===== src/rtl/cpu_pkg.sv =====
// cpu_pkg: shared widths, fetch queue state encoding and entry type
package cpu_pkg;
  localparam int ADDR_W  = 9;
  localparam int INSTR_W = 16;
  typedef enum logic [1:0] {Q_EMPTY = 2'd0, Q_ONE = 2'd1, Q_FULL = 2'd2} qstate_e;
  typedef struct packed {
    logic [INSTR_W-1:0] instr;
    logic [ADDR_W-1:0]  addr;
  } entry_t;
  function automatic logic [1:0] q_count(qstate_e s);
    return s == Q_FULL ? 2'd2 : s == Q_ONE ? 2'd1 : 2'd0;
  endfunction
  function automatic qstate_e q_state(logic [1:0] n);
    return n == 2'd0 ? Q_EMPTY : n == 2'd1 ? Q_ONE : Q_FULL;
  endfunction
endpackage


===== src/rtl/fetch_queue.sv =====
// fetch_queue: 2-entry {instr, addr} buffer, slot0 is the head
module fetch_queue
  import cpu_pkg::*;
(
  input  logic       clk,
  input  logic       rst,
  input  logic       push,
  input  entry_t     push_e,
  input  logic       pop,
  input  logic       flush,
  output entry_t     head,
  output logic [1:0] occ
);
  entry_t s0_q, s0_d, s1_q, s1_d;
  qstate_e st_q, st_d;
  logic [1:0] kept;
  // a push lands in the lowest slot left free after this cycle's pop
  always_comb begin
    kept = q_count(st_q) - {1'b0, pop && st_q != Q_EMPTY};
    s0_d = (pop && st_q == Q_FULL) ? s1_q : s0_q;
    s1_d = s1_q;
    if (push && kept == 2'd0) s0_d = push_e;
    if (push && kept != 2'd0) s1_d = push_e;
    st_d = flush ? Q_EMPTY : q_state(kept + {1'b0, push});
  end
  always_ff @(posedge clk) begin
    if (rst) begin
      s0_q <= '0;
      s1_q <= '0;
      st_q <= Q_EMPTY;
    end else begin
      s0_q <= s0_d;
      s1_q <= s1_d;
      st_q <= st_d;
    end
  end
  assign head = s0_q;
  assign occ  = q_count(st_q);
endmodule


===== src/rtl/fetch_unit.sv =====
// fetch_unit: fetch PC, single in-flight code read tracking and read issue
module fetch_unit
  import cpu_pkg::*;
(
  input  logic               clk,
  input  logic               reset,
  input  logic               in_ir_consume,
  input  logic               in_pc_load,
  input  logic [ADDR_W-1:0]  in_pc_value,
  input  logic [INSTR_W-1:0] in_code_data,
  output logic               out_code_rd_en,
  output logic [ADDR_W-1:0]  out_code_addr,
  output logic [INSTR_W-1:0] out_ir,
  output logic               out_ir_valid,
  output logic [ADDR_W-1:0]  out_ir_pc,
  output logic               out_busy
);
  logic [ADDR_W-1:0] fetch_pc_q, fetch_pc_d, inflight_addr_q, inflight_addr_d;
  logic inflight_q, inflight_d, issue;
  logic [1:0] occ;
  entry_t head;
  // a redirect squashes the returning word and suppresses issue this cycle
  always_comb begin
    issue = !reset && !in_pc_load &&
            (occ + {1'b0, inflight_q} < 2'd2 || (in_ir_consume && occ != 2'd0));
    fetch_pc_d = in_pc_load ? in_pc_value : issue ? fetch_pc_q + ADDR_W'(1) : fetch_pc_q;
    inflight_d = issue;
    inflight_addr_d = issue ? fetch_pc_q : inflight_addr_q;
  end
  always_ff @(posedge clk) begin
    if (reset) begin
      fetch_pc_q      <= '0;
      inflight_q      <= 1'b0;
      inflight_addr_q <= '0;
    end else begin
      fetch_pc_q      <= fetch_pc_d;
      inflight_q      <= inflight_d;
      inflight_addr_q <= inflight_addr_d;
    end
  end
  fetch_queue u_queue (
    .clk   (clk),
    .rst   (reset),
    .push  (inflight_q && !in_pc_load),
    .push_e('{instr: in_code_data, addr: inflight_addr_q}),
    .pop   (in_ir_consume && !in_pc_load),
    .flush (in_pc_load),
    .head  (head),
    .occ   (occ)
  );
  assign out_code_rd_en = issue;
  assign out_code_addr  = fetch_pc_q;
  assign out_ir         = head.instr;
  assign out_ir_pc      = head.addr;
  assign out_ir_valid   = occ != 2'd0;
  assign out_busy       = occ != 2'd2 || inflight_q;
endmodule


===== config.mk =====
export PLATFORM = sky130hd
export DESIGN_NAME = fetch_unit
export DESIGN_NICKNAME = d
export VERILOG_FILES = /design/src/rtl/cpu_pkg.sv /design/src/rtl/fetch_queue.sv /design/src/rtl/fetch_unit.sv
export SDC_FILE = /design/constraint.sdc
export NUM_CORES = 1
export LEC_CHECK = 0
export ABC_AREA = 1
export CORE_UTILIZATION = 50
export CTS_BUF_LIST = sky130_fd_sc_hd__clkbuf_8
export CTS_CLUSTER_DIAMETER = 60
export CTS_CLUSTER_SIZE = 12
export DETAILED_ROUTE_END_ITERATION = 10
export PLACE_DENSITY = 0.78
export SLEW_MARGIN = 20
export SYNTH_ARGS = -nofsm -noshare
export SYNTH_HDL_FRONTEND = slang
export SYNTH_SLANG_ARGS = --single-unit

===== constraint.sdc =====
create_clock -name clk -period 2.4 [get_ports clk]
set_input_delay 0.48 -clock clk [delete_from_list [all_inputs] [get_ports clk]]
set_output_delay 0.48 -clock clk [all_outputs]
set_load 0.02 [all_outputs]

==> results of run 1 <==
## metal layers
| layer | part of all wire, % | global-route usage (%) |
|---|---|---|
| met4 | 1.4 | 8.772 |
| met5 | 0 | 0 |
| met2 | 48 | 39.92 |
| met3 | 6.0 | 7.033 |
| met1 | 45 | 26.62 |
## stage by stage
stage	total power [mW]	hold slack, ns	instance area, µm²
global placement	1.635	0.4629	3983
detailed placement	1.640	0.4723	3983
CTS	2.546	0.4828	4170
finish	2.516	0.4805	4167
global route	2.643	0.5070	4167
floorplan	1.475	0.4531	3219
## report_power, final
part	internal [mW]	total, mW	switching (mW)	leakage, nW
combinational	0.170	0.352	0.182	1.07
clock	0.472	0.903	0.431	0.100
sequential	1.22	1.26	0.0357	0.578
total	1.87	2.52	0.649	1.75
## logic make-up after synthesis
family                     Yosys count  share of synthesized area, %
AOI/OAI and AO/OA                   66                         12.28
xor gates and xnor gates             3                         1.050
adders and majority gates            7                         2.720
buffers and inverters               76                         9.289
DFF                                 71                         44.15
and+or+nand+nor                    247                         30.51
## layout make-up
cell class	instances	share of cell area, %
clock inverters	7	1.562
well taps	75	2.252
clock buffers	9	2.973
inverters	51	4.595
multi-input cells	323	36.25
flip-flops and latches	71	34.11
repair buffers	77	18.26
## cell usage in the layout (no fill, tap or decap), types with 7 or more instances in the layout
master / instances
clkdlybuf4s50_1: 64
nand2_1: 105
nand3_1: 28
buf_4: 10
o21ai_0: 30
o211ai_1: 25
nor2_1: 107
dfxtp_1: 71
clkbuf_8: 9
inv_1: 49
ha_1: 7
## worst max-delay path: stages (launching register included)
cell      delay, ns
dfxtp_1        0.34
inv_1          0.08
ha_1           0.26
inv_1          0.14
nand2_1        0.07
nand3_1        0.13
nand2_2        0.10
inv_2          0.06
clkbuf_2       0.16
## path summary, 6_finish.rpt
| check | depth (start not counted) | start | end |
|---|---|---|---|
| setup / recovery | 8 | u_queue.st_q[0] | out_code_rd_en |
| hold / removal | 2 | inflight_addr_q[2] | inflight_addr_q[2] |
| setup reg to reg | 10 | u_queue.st_q[0] | u_queue.s1_q[24] |
| hold reg to reg | 2 | inflight_addr_q[2] | inflight_addr_q[2] |
## registers in the layout, summed over array words and instances (netlist names)
register	flops
inflight_addr_q	9
inflight_q	1
out_code_addr	9
u_queue.head	25
u_queue.s1_q	25
u_queue.st_q	2
==> impl_metrics.json, run 1 <==
{
  "pre_cts_ws_ns": 0.02502,
  "numCtsBuffers": 9,
  "io_buffers": 65,
  "post-cts-setup-buffers": 0,
  "cts_tree": "done",
  "max_cap_violations": 0,
  "synth_area_leaders": "dfxtp_1, nor2_1, nand2_1",
  "drt_iter0_markers": 183,
  "cp.arrival_ns": 1.68,
  "vias": 3028,
  "synth_top_cell_area_share_pct": 44.15,
  "cts_hold_buf": 0,
  "r2r_setup_slack_ns": 0.49,
  "clockBufferDepth": 2,
  "fin_util_pct": 68.74,
  "drc": 0,
  "hold_class": "register to register",
  "h-tree-depth": 3,
  "final-setup-viol-count": 0,
  "clk_latency_ns": 0.35,
  "syn_nets": 506,
  "viasPerCell": 4.940,
  "cts_num_sinks": 71,
  "cts_resized": 1,
  "layout.cells.non_filler": 613,
  "p_leak_nw": 1.750,
  "grt-ovfl-total": 0,
  "slew_violations": 0,
  "ys_seq_area_share_pct": 44.15,
  "cts_root_buffer": "clkbuf_8",
  "p_per_area_nw_per_um2": 603.8,
  "clkTransAtPathRegs_ns": 0.08,
  "path_class": "register to primary output",
  "synth_cell_types": 23,
  "first_pass_iters": 4,
  "final.setup.tns_ns": 0,
  "multiInputGateArea_um2": 1510,
  "hold_violations": 0,
  "initial_core_util_pct": 53.12,
  "dp_hpwl_um": 4605,
  "ys_ff_latch": 71,
  "final_nets": 569,
  "netlist_instances": 470,
  "setup_ws_ns": 0.2371,
  "drive_gt1_share_pct": 6.691,
  "synth_edf_count": 0,
  "row_count": 28,
  "relSlewSlack_pct": 70.31,
  "yosysMostFrequentCell": "nor2_1",
  "num_antenna_cells": 0,
  "post-route-period-util_pct": 90.12,
  "timing.fmax_mhz": 462.3,
  "setup.worst_path.start_class": "register",
  "fillers": 535,
  "async_flop_share_pct": 0,
  "crit_required_ns": 1.92,
  "ios": 66,
  "critPathMaxFanout": 3,
  "wl_per_cell_um": 11.18,
  "synth_top_cell_by_area": "dfxtp_1",
  "end_kind": "primary output",
  "fin_skew_ns": 0.01248,
  "syn-cell-area_um2": 3219,
  "dp.cells": 597,
  "die_height_um": 82.24,
  "outcome": "completed",
  "die_area_um2": 6763,
  "dieWidth_um": 82.24,
  "grtUsageTotal_pct": 23.09,
  "synth_common_cells": "nor2_1, nand2_1, dfxtp_1",
  "core_area_um2": 6061,
  "synth_top_flop_cell": "dfxtp_1",
  "grt_max_degree": 52,
  "tightest_slew_ns": 0.4448,
  "finalWeightedCongestion": 0.8827,
  "antenna_found_initial": 0,
  "area_delta_synth_final_pct": 29.42,
  "ant_nets": 0,
  "grt_first_pass_wirelength_um": 11920,
  "rsz0062_at_grt": "false",
  "wirelength_um": 6853,
  "syn_avg_cell_area_um2": 6.850,
  "layout_min_cycle_time_ns": 2.163,
  "ys_warn_count": 0,
  "ff_latch_area_um2": 1421,
  "grt_pass1_vias": 2808,
  "ir_drop_mv": 0.4154
}
Note: power is estimated with default switching activity, not from simulation.
==> run 2: changes to the inputs <==
==> constraint.sdc (replaced) <==
create_clock -name clk -period 2.4 [get_ports clk]
set_input_delay 0.48 -clock clk [delete_from_list [all_inputs] [get_ports clk]]
set_output_delay 0.48 -clock clk [all_outputs]
set_load 0.05 [all_outputs]
==> impl_metrics.json, run 2 (synthesis results as in run 1) <==
{
  "numCtsBuffers": 9,
  "layout_min_cycle_time_ns": 2.271,
  "final_area_um2": 4192,
  "initial_core_util_pct": 53.12,
  "ios": 66,
  "timing.fmax_mhz": 440.4,
  "wl_per_cell_um": 11.43,
  "max_cap_violations": 0,
  "rsz0062_at_grt": "false",
  "crit_required_ns": 1.92,
  "grt_pass1_vias": 2778,
  "p_leak_nw": 1.776,
  "clk_latency_ns": 0.33,
  "grt_max_degree": 51,
  "rr_startpoint": "u_queue.st_q[1]",
  "holdWs_ns": 0.4821,
  "num_antenna_cells": 0,
  "finalPower_mw": 2.710,
  "first_pass_iters": 4,
  "postPlaceCellArea_um2": 3978,
  "area_delta_synth_final_pct": 30.20,
  "layout_common_cells": "nor2_1, nand2_1, dfxtp_1",
  "grt_first_pass_wirelength_um": 11720,
  "dieWidth_um": 82.24,
  "cts_resized": 0,
  "finalWeightedCongestion": 0.8866,
  "ir_drop_mv": 0.3783,
  "critPathMaxFanout": 3,
  "met2_usage_pct": 38.76,
  "grt-ovfl-total": 0,
  "hold_violations": 0,
  "tightest_slew_ns": 0.5481,
  "end_kind": "primary output",
  "setup_ws_ns": 0.1292,
  "cts_tree": "done",
  "drc": 0,
  "dp_hpwl_um": 4552,
  "path_class": "register to primary output",
  "r2r_setup_slack_ns": 0.42,
  "wirelength_um": 6974,
  "post-route-period-util_pct": 94.62,
  "min_path_cells": 2,
  "setup.worst_path.start_class": "register",
  "row_count": 28,
  "ff_latch_area_um2": 1421,
  "core_area_um2": 6061,
  "whs_endpoint": "u_queue.s1_q[4]",
  "antenna_found_initial": 0,
  "h-tree-depth": 3,
  "multiInputGateArea_um2": 1510,
  "vias": 3027,
  "io_buffers": 65,
  "final_common_cell": "nor2_1",
  "slew_violations": 0,
  "ant_nets": 0,
  "relSlewSlack_pct": 63.35,
  "met1_usage_pct": 26.98,
  "dp.cells": 595,
  "outcome": "completed",
  "final_nets": 567,
  "cts_num_sinks": 71,
  "fin_util_pct": 69.16,
  "drive_gt1_share_pct": 6.168,
  "timing.rr.end": "u_queue.s1_q[3]",
  "cts_root_buffer": "clkbuf_8",
  "reg2reg_depth": 10,
  "fin_skew_ns": 0.006800,
  "final.setup.tns_ns": 0,
  "top_usage_layer": "met2",
  "p_per_area_nw_per_um2": 646.5,
  "cp.arrival_ns": 1.79,
  "viasPerCell": 4.962,
  "cts_hold_buf": 0,
  "grtUsageTotal_pct": 22.63,
  "drt_iter0_markers": 173,
  "die_area_um2": 6763,
  "post-cts-setup-buffers": 0,
  "layout.cells.non_filler": 610,
  "use_met3_pct": 4.176,
  "die_height_um": 82.24,
  "fillers": 512,
  "pre_cts_ws_ns": 0.07820,
  "final-setup-viol-count": 0,
  "worstHoldStart": "u_queue.s1_q[4]",
  "clockBufferDepth": 2,
  "hold_class": "register to register",
  "clkTransAtPathRegs_ns": 0.07
}
run 2: layout make-up:
class | count | area share, %
multi-input cells | 323 | 36.03
inverters | 51 | 4.567
repair buffers | 75 | 18.21
flip-flops and latches | 71 | 33.91
clock inverters | 5 | 1.761
well taps | 75 | 2.239
clock buffers | 10 | 3.284
run 2: how the worst max path moves through the flow:
stage | cells past startpoint | endpoint | startpoint
floorplan | 6 | out_code_rd_en | u_queue.st_q[1]
global placement | 10 | u_queue.s1_q[2] | in_ir_consume
detailed placement | 10 | u_queue.s1_q[1] | in_ir_consume
CTS | 3 | out_ir_valid | u_queue.st_q[1]
global route | 8 | out_code_rd_en | u_queue.st_q[0]
finish | 4 | out_busy | u_queue.st_q[0]
run 2: report_power, final:
part	internal, mW	switching [mW]
combinational	0.172	0.266
sequential	1.22	0.0342
clock	0.601	0.413
run 2: worst max-delay path, stage by stage (launching register included):
cell and delay [ns]:
dfxtp_1 0.33, inv_1 0.08, ha_1 0.20, nand2_1 0.06
clkdlybuf4s50_1 0.79
run 2: routing by layer:
metal | routed length (µm) | part of all wire [%] | vias to the layer above
met4 | 148 | 2.1 | 0
met2 | 3246 | 47 | 71
met3 | 357 | 5.1 | 14
met5 | 0 | 0 | -
li1 | - | - | 1601
met1 | 3221 | 46 | 1341
==> run 3: changes to the inputs <==
==> constraint.sdc (replaced) <==
create_clock -name clk -period 2.23 [get_ports clk]
set_input_delay 0.446 -clock clk [delete_from_list [all_inputs] [get_ports clk]]
set_output_delay 0.446 -clock clk [all_outputs]
set_load 0.05 [all_outputs]
==> impl_metrics.json, run 3 (synthesis results as in run 1) <==
{
  "outcome": "completed",
  "ios": 66,
  "cts_resized": 0,
  "vias": 3110,
  "ff_latch_area_um2": 1421,
  "slowest_delay_ns": 0.33,
  "path_class": "register to primary output",
  "ant_nets": 0,
  "dieWidth_um": 82.24,
  "initial_core_util_pct": 53.12,
  "slew_violations": 0,
  "grt_pass1_vias": 2794,
  "die_height_um": 82.24,
  "finalWeightedCongestion": 0.9209,
  "holdWs_ns": 0.4835,
  "cts_root_buffer": "clkbuf_8",
  "h-tree-depth": 3,
  "final.setup.tns_ns": 0,
  "num_antenna_cells": 0,
  "worst_path_max_delay_cell": "dfxtp_1",
  "antenna_found_initial": 0,
  "fillers": 487,
  "final_nets": 572,
  "final_common_cell": "nor2_1",
  "io_buffers": 65,
  "grt_first_pass_wirelength_um": 11900,
  "cpLargestDelayFamily": "buffers and inverters",
  "grt-ovfl-total": 0,
  "crit_required_ns": 1.78,
  "layout_min_cycle_time_ns": 2.065,
  "fin_skew_ns": 0.006849,
  "crit_chain": "inv_1 > ha_1 > inv_1 > nand2_1 > nand3_2 > nand2_2 > inv_2 > buf_12",
  "cts_hold_buf": 0,
  "critPathMaxFanout": 3,
  "first_pass_iters": 4,
  "layout_common_cells": "nor2_1, nand2_1, dfxtp_1",
  "cp.arrival_ns": 1.62,
  "clkTransAtPathRegs_ns": 0.08,
  "rsz0062_at_grt": "false",
  "crit_buf_inv": 4,
  "post-cts-setup-buffers": 0,
  "multiInputGateArea_um2": 1515,
  "cts_num_sinks": 71,
  "p_leak_nw": 1.794,
  "drt_iter0_markers": 159,
  "clk_latency_ns": 0.34,
  "row_count": 28,
  "dp_hpwl_um": 4892,
  "p_per_area_nw_per_um2": 723.0,
  "drive_gt1_share_pct": 7.948,
  "grt_max_degree": 63,
  "hold_violations": 0,
  "max_cap_violations": 0,
  "ir_drop_mv": 0.4916,
  "tightest_slew_ns": 0.5937,
  "core_area_um2": 6061,
  "post-route-period-util_pct": 92.60,
  "final-setup-viol-count": 0,
  "cpMostUsedCell": "inv_1",
  "die_area_um2": 6763,
  "area_delta_synth_final_pct": 32.34,
  "hold_class": "register to register",
  "numCtsBuffers": 9,
  "setup.worst_path.start_class": "register",
  "viasPerCell": 5.049,
  "drc": 0,
  "clockBufferDepth": 2,
  "wirelength_um": 7269,
  "cts_tree": "done",
  "relSlewSlack_pct": 60.42,
  "wl_per_cell_um": 11.80,
  "grtUsageTotal_pct": 22.92,
  "timing.fmax_mhz": 484.3,
  "end_kind": "primary output"
}
-- run 3: cell types whose count changed in the layout (fill, tap and decap cells not counted) --
cell,before,now
nand3_1,28,27
clkdlybuf4s50_1,63,62
dlymetal6s2s_1,1,0
nand3_2,1,2
inv_1,49,48
bufinv_16,2,3
buf_4,8,15
clkinvlp_4,0,1
-- run 3: through the flow --
stage	cells	utilization, %	setup slack [ns]	power (mW)	area (µm²)
floorplan	470	-	0.2382	1.674	3219
global placement	600	66.16	0.03931	1.853	4010
detailed placement	600	66.16	-0.07585	1.862	4010
CTS	616	70.21	0.07752	3.104	4255
global route	616	70.29	0.03377	3.206	4260
finish	616	70.29	0.1651	3.080	4260
-- run 3: routing by layer --
layer | vias up | global-route usage [%] | part of all wire (%)
met5 | - | 0 | 0
met3 | 13 | 4.945 | 4.9
li1 | 1606 | - | -
met1 | 1420 | 26.44 | 46
met4 | 0 | 10.18 | 2.3
met2 | 71 | 40.41 | 47
-- run 3: final cells by class --
type | count | area share (%)
Inverter | 51 | 4.493
Timing Repair Buffer | 80 | 18.62
Clock buffer | 10 | 3.231
Clock inverter | 6 | 2.526
Sequential cell | 71 | 33.36
Multi-Input combinational cell | 323 | 35.57
Tap cell | 75 | 2.203
-- run 3: worst paths after layout --
path | endpoint | cells after the start | startpoint | slack, ns
setup reg to reg | u_queue.s1_q[6] | 10 | u_queue.st_q[1] | 0.32
hold reg to reg | u_queue.s1_q[24] | 2 | u_queue.s1_q[24] | 0.48
setup / recovery | out_code_rd_en | 8 | u_queue.st_q[0] | 0.17
hold / removal | u_queue.s1_q[24] | 2 | u_queue.s1_q[24] | 0.48
-- run 3: power by group --
group / internal [mW] / switching, mW
combinational: 0.191 / 0.293
clock: 0.770 / 0.476
sequential: 1.32 / 0.0337
-- run 3: worst min-delay path: cells and delay by family, from the launching register on --
family / cells / cell delay (ns)
flops: 1 / 0.33
simple gates: 2 / 0.12
